===== src/rtl/logic_pkg.sv =====
// rtl/logic_pkg.sv - shared op encoding and reset constant for the bitwise logic unit
package logic_pkg;

    typedef enum logic [2:0] {
        OpAnd  = 3'd0,
        OpOr   = 3'd1,
        OpXor  = 3'd2,
        OpNand = 3'd3,
        OpNor  = 3'd4,
        OpXnor = 3'd5,
        OpAndn = 3'd6,
        OpPass = 3'd7
    } opType;

    // Widest legal operand; narrower instances take the low bits.
    localparam int MaxWidth = 64;
    localparam logic [MaxWidth-1:0] ResetAccDefault = '0;

endpackage


===== src/rtl/bitwise_op.sv =====
// rtl/bitwise_op.sv - combinational per-bit logic operation Y = Op(X, B)
module bitwise_op
    import logic_pkg::*;
#(
    parameter int BitWidth = 8
) (
    input  logic [BitWidth-1:0] X,
    input  logic [BitWidth-1:0] B,
    input  logic [2:0]          Op,
    output logic [BitWidth-1:0] Y
);

    always_comb begin
        Y = '0;
        case (opType'(Op))
            OpAnd:  Y = X & B;
            OpOr:   Y = X | B;
            OpXor:  Y = X ^ B;
            OpNand: Y = ~(X & B);
            OpNor:  Y = ~(X | B);
            OpXnor: Y = ~(X ^ B);
            OpAndn: Y = X & ~B;
            OpPass: Y = X;
        endcase
    end

endmodule


===== src/rtl/bitwise_logic_unit.sv =====
// rtl/bitwise_logic_unit.sv - handshaked bitwise logic unit with chainable accumulator
module bitwise_logic_unit
    import logic_pkg::*;
#(
    parameter int                  BitWidth = 8,
    parameter logic [BitWidth-1:0] ResetAcc = BitWidth'(ResetAccDefault)
) (
    input  logic                Clk,
    input  logic                Rst_N,
    input  logic [BitWidth-1:0] A,
    input  logic [BitWidth-1:0] B,
    input  logic [2:0]          Op,
    input  logic                Chain,
    input  logic                Clear,
    input  logic                In_Valid,
    output logic                In_Ready,
    output logic [BitWidth-1:0] C,
    output logic                Out_Valid,
    input  logic                Out_Ready
);

    logic [BitWidth-1:0] acc;
    logic [BitWidth-1:0] opX;
    logic [BitWidth-1:0] opY;
    logic                accept;

    // Single output slot: accept whenever it is empty or being drained this cycle.
    assign In_Ready = !Out_Valid || Out_Ready;
    assign accept   = In_Valid && In_Ready;
    assign opX      = Chain ? acc : A;

    bitwise_op #(
        .BitWidth(BitWidth)
    ) opUnit (
        .X (opX),
        .B (B),
        .Op(Op),
        .Y (opY)
    );

    always_ff @(posedge Clk or negedge Rst_N) begin
        if (!Rst_N) begin
            Out_Valid <= 1'b0;
            C         <= '0;
            acc       <= ResetAcc;
        end else begin
            if (accept) begin
                C         <= opY;
                Out_Valid <= 1'b1;
            end else if (Out_Ready) begin
                Out_Valid <= 1'b0;
            end
            // Clear outranks the beat; the beat itself already used the old value.
            if (Clear) begin
                acc <= ResetAcc;
            end else if (accept) begin
                acc <= opY;
            end
        end
    end

endmodule


===== config.mk =====
export PLATFORM = sky130hd
export DESIGN_NAME = bitwise_logic_unit
export DESIGN_NICKNAME = d
export VERILOG_FILES = /design/src/rtl/logic_pkg.sv /design/src/rtl/bitwise_op.sv /design/src/rtl/bitwise_logic_unit.sv
export SDC_FILE = /design/constraint.sdc
export NUM_CORES = 1
export LEC_CHECK = 0
export ABC_AREA = 1
export BUFFER_PORTS_ARGS = -buffer_cell sky130_fd_sc_hd__buf_2
export CAP_MARGIN = 15
export CORE_MARGIN = 5
export CORE_UTILIZATION = 25
export CTS_BUF_LIST = sky130_fd_sc_hd__clkbuf_4 sky130_fd_sc_hd__clkbuf_8 sky130_fd_sc_hd__clkbuf_16
export DETAILED_ROUTE_END_ITERATION = 7
export HOLD_SLACK_MARGIN = 0.02
export PLACE_DENSITY = 0.55
export REMOVE_ABC_BUFFERS = 1
export SETUP_SLACK_MARGIN = 0.2
export SYNTH_ARGS = -nofsm -noshare
export SYNTH_HDL_FRONTEND = slang
export SYNTH_SLANG_ARGS = --single-unit

===== constraint.sdc =====
create_clock -name Clk -period 1.3 [get_ports Clk]
set_input_delay 0.13 -clock Clk [delete_from_list [all_inputs] [get_ports Clk]]
set_output_delay 0.13 -clock Clk [all_outputs]
set_load 0.01 [all_outputs]

[Word-level counts from Yosys, hierarchy flattened]
Cells that the tools add are included.
Word-level totals
  input bits: 25
  register bits: 17
  logic and storage cells: 30
Cells by class
  equal/unequal tests: 7
  reductions and logical operators: 6
  bitwise logic cells: 8
  mux-type cells: 6
Operators by type and width (number)
  8-bit one-hot mux with 8 select lines: 1
  8-bit inverter: 4
  8-bit two-way mux: 3
  8-bit bitwise AND: 2
  3-bit == test (second input constant): 4
  8-bit OR: 1
  8-bit XOR: 1
  3-bit by 2-bit == test with 1-bit output (second input constant): 2
  2-bit nonzero test: 2
  3-bit by 1-bit == test with 1-bit output (second input constant): 1
  3-bit logical NOT: 1
  1-bit two-way mux: 2
  1-bit logical AND: 1
  1-bit logical NOT: 1
  1-bit logical OR: 1

[Depth between registers and ports, before layout]
  word-level depth: 6
  gate-level depth with buffers: 13
  mapped depth without buffers: 12

[Modules after synthesis]
A second synthesis with hierarchy kept.
Unflattened totals
  cells, all modules: 292
  area, all modules: 1956.9 um^2
Modules (own cells, without submodules)
  bitwise_op: instances 1, area each 1122.3 um^2, seq. area each 0.0 um^2, cells each 192
  bitwise_logic_unit: instances 1, area each 834.6 um^2, seq. area each 425.4 um^2, cells each 100

[Worst setup path after synthesis]
OpenSTA, ideal clock, no wires.
  path kind: input to register
  start: input port Chain
  end: register C[5]
  library setup time: 0.127 ns
  data arrival time: 1.346 ns
  slack: -0.174 ns
  required time: 1.173 ns
  stages on the path: 13
  buffers on the path: 1
  cell sequence: buf_2 -> inv_1 -> nand2_1 -> nand2_1 -> inv_1 -> ha_1 -> inv_1 -> nand3_1 -> nand2_1 -> nor2_1 -> nand3_2 -> nand2_1 -> o21ai_0
On the way
  longest elaborated chain between the ends: 4
  elaborated cells between the ends (all ways): 9
  those cells by class: mux (2); bitwise (7)
RTL lines
  start, declared: line bitwise_logic_unit.sv:13  | input logic Chain,
  8-bit two-way mux (*): line bitwise_logic_unit.sv:30  | assign opX = Chain ? acc : A;
  8-bit XOR (tied with other cells): line bitwise_op.sv:18, bitwise_op.sv:21
  8-bit inverter (on tied branches): line bitwise_op.sv:21, bitwise_op.sv:19, bitwise_op.sv:20
  8-bit one-hot mux with 8 select lines (*): line bitwise_op.sv:15  | case (opType'(Op))
  end signal, assigned: line bitwise_logic_unit.sv:48  | C <= opY;
  end, declared: line bitwise_logic_unit.sv:17  | output logic [BitWidth-1:0] C,
Every way passes the cells marked *; elsewhere a longest branch is shown, timed or not.
A chain may end at the register's enable or synchronous reset.

[Worst setup path after layout]
  start: register acc[1]
  end: register C[1]
On the way
  longest elaborated chain between the ends: 4
  elaborated cells between the ends (all ways): 9
  those cells by class: mux (2); bitwise (7)
RTL lines
  start, declared: line bitwise_logic_unit.sv:22  | logic [BitWidth-1:0] acc;
  start signal, assigned: line bitwise_logic_unit.sv:45  | acc <= ResetAcc;
  start signal, assigned: line bitwise_logic_unit.sv:55  | acc <= ResetAcc;
  start signal, assigned: line bitwise_logic_unit.sv:57  | acc <= opY;
  8-bit two-way mux (*): line bitwise_logic_unit.sv:30
  8-bit XOR (tied with other cells): line bitwise_op.sv:18, bitwise_op.sv:21
  8-bit inverter (on tied branches): line bitwise_op.sv:21, bitwise_op.sv:19, bitwise_op.sv:20
  8-bit one-hot mux with 8 select lines (*): line bitwise_op.sv:15
Marks and branches as above.

==> results.yml <==
placed_design:
  dpl_worst_slack_ps: -346.2
  portBuffers: 34
  place.gp.congestion: 0.8166
  dp_hpwl_um: 4009
run:
  cap_violations: 0
global_route:
  grt_pass1_vias: 1947
  grt_pass1_wl_um: 9308
  grt_max_degree: 18
  grt_antenna_before_repair: 0
  grt-ovfl-total: 0
  grt_use_total: 0.1166
power_and_ir_drop:
  ir_drop_v: 0.0007000
  p_sw_frac: 0.3655
  clockPowerShare: 0.221
  leakage_nw: 1.466
  power_frac_seq: 0.333
  power.density_nw_per_um2: 682.3
  p_switching_w: 0.0006874
  power.internal_w: 0.001193
  p_comb_frac: 0.446
clock_tree:
  clkTransAtPathRegs_ps: 60
  insertion_delay_ps: 250
  cts_buffers: 3
  cts_tree: "built"
  cts_sinks: 17
  cts_root_buf: "clkbuf_8"
  h-tree-depth: 1
  clock_tree.buffer_depth: 2
setup_path:
  endpoint_kind: "register"
  slowest_stage: "dfrtp_1"
  critPathKind: "register to register"
  crit_required_ps: 1440
  path_cells: "nand2_1 -> nand2_2 -> inv_2 -> ha_4 -> inv_2 -> nand3_2 -> nand2_1 -> nor2_1 -> nand3_2 -> nand2_2 -> o21ai_2"
  path_buf_inv: 2
  max_stage_delay_ps: 350
  critPathTopFamily: "simple AND/OR/NAND/NOR gates"
  crit_fanout: 2
  worstPathArrival_ps: 1580
  critPathLaunchType: "register"
synthesis:
  synth_area_sq_um: 1884
  ys_ff_latch: 17
  synth_top_area_cell: "dfrtp_1"
  async_flop_share: 1.000
  ys_warn_count: 0
  postSynthAreaPerCell_sq_um: 6.658
  synth_cells: 283
  synth_edf_count: 0
  synth_area_leaders: "dfrtp_1, nand2_1, ha_1"
  ys.flop_type: "dfrtp_1"
  ys_types: 22
  post-synth-top-count-cell: "nand2_1"
  synthTopCellsByCount: "nand2_1, inv_1, nor2_1"
  yosys.area.top_type_share: 0.2258
  ys_seq_area_frac: 0.2258
route:
  wl_um: 5466
  dr.pass1.iters: 4
  viasPerCell: 4.475
  via_count: 1987
  ant_nets: 0
  wire_per_inst_um: 12.31
  drcViolationCount: 0
  drt_iter0_markers: 106
die:
  dieArea_sq_um: 9373
  dieHeight_um: 96.82
  start_util: 0.2584
  rows: 31
  chipWidth_um: 96.82
  io_pins: 35
  core-area_sq_um: 7292
timing:
  worst_slew_pin_slew_ps: 391.8
  fmax_mhz: 695.7
  skew_ps: 1.474
  period_needed_ps: 1437
  whs_ps: 85.09
  relSlewSlack: 0.7388
  hold_violations: 0
  setup_viol: 16
  setup_slack_ps: -137.3
  fin_crit_sh: 1.106
  rsz0062_at_grt: "yes"
  slew_violations: 0
layout:
  areaGrowthSynthToFinish_pct: 46.28
  layout-drive-gt1-share: 0.4841
  final_nets: 395
  finish.utilization: 0.3780
  antenna_cells: 0
outcome:
  status: "complete, but fails checks"
  violations: "setup timing"
min_path:
  hp-class: "input pin to register"
-- power by group through the flow --
stage / Sequential, W / Combinational [W] / Clock [W]
5_1_grt: 0.000636 / 0.000938 / 0.000455
3_3_place_gp: 0.000636 / 0.000666 / 0
3_5_place_dp: 0.000636 / 0.000672 / 0
2_1_floorplan: 0.000656 / 0.000346 / 0
4_1_cts: 0.000626 / 0.000804 / 0.000426
6_report: 0.000626 / 0.000839 / 0.000416
-- worst paths after layout --
check | start | slack (ps) | cells past startpoint | end
setup / recovery | acc[1] | -140 | 11 | C[1]
hold / removal | In_Valid | 90 | 3 | Out_Valid
hold reg to reg | C[1] | 530 | 2 | C[1]
setup reg to reg | acc[1] | -140 | 11 | C[1]
max in group asynchronous | Rst_N | 700 | 2 | acc[6]
min in group asynchronous | Rst_N | 320 | 2 | C[2]
-- timing repair --
action | 4_1_cts | 5_1_grt
hold endpoints to repair | 17 | 0
resized for setup | 60 | 26
pin swaps | 63 | 27
hold buffers | 1 | 0
buffers inserted | 6 | 2
setup endpoints to repair | 16 | 16
-- cell type report --
class | instances | area (sq um)
clock buffers | 4 | 48.80
fillers | 801 | 4536
inverters | 46 | 175.2
multi-input cells | 211 | 1520
flip-flops and latches | 17 | 425.4
well taps | 99 | 123.9
repair buffers | 67 | 462.9
-- routing by layer --
metal  share of wire  vias to the layer above  GRT usage
li1                -                     1011          -
met1            0.44                      909     0.1565
met2            0.49                       58     0.1975
met3           0.048                        9   0.007194
met4           0.019                        0    0.03996
met5               0                        -          0
-- flip-flops by register name, indices dropped and copies added, names as in the netlist --
name,count
acc,8
Out_Valid,1
C,8
-- cells in the final DEF, fill, tap and decap left out, types with 2 or more instances in the layout --
cell	instances
o21ai_1	2
nor2_1	15
buf_2	34
nor2_2	11
ha_2	7
buf_6	8
o21ai_2	6
inv_2	17
nand2_2	17
dfrtp_1	17
inv_1	28
nor2_8	3
buf_4	23
ha_4	12
nand3_2	20
clkbuf_8	3
ha_1	5
nand4_1	16
nand3_1	12
nand2_1	82
-- kinds of logic (layout without fill, tap and decap cells) --
kind of cell / Yosys count / in the layout / share of synthesized area
adders and majority gates: 24 / 24 / 0.1594
DFF: 17 / 17 / 0.2258
AOI/OAI and AO/OA: 9 / 9 / 0.03585
and+or+nand+nor: 178 / 178 / 0.4542
buffers and inverters: 55 / 117 / 0.1248
-- worst register-to-register path, cell delays in order, from the launching register on --
cell and delay (ps):
dfrtp_1 350, nand2_1 70, nand2_2 90, inv_2 50
ha_4 260, inv_2 30, nand3_2 50, nand2_1 50
nor2_1 110, nand3_2 120, nand2_2 90, o21ai_2 50
-- metrics by stage --
step | TNS (ps) | std cells | instance area [sq um] | total power [W]
5_1_grt | -3299 | 444 | 2756 | 0.002029
2_1_floorplan | -11600 | 274 | 1824 | 0.001003
6_report | -1646 | 444 | 2756 | 0.001881
4_1_cts | -1672 | 442 | 2669 | 0.001856
3_5_place_dp | -4526 | 431 | 2315 | 0.001308
3_3_place_gp | -4155 | 431 | 2315 | 0.001302
Note: power is estimated with default switching activity, not from simulation.
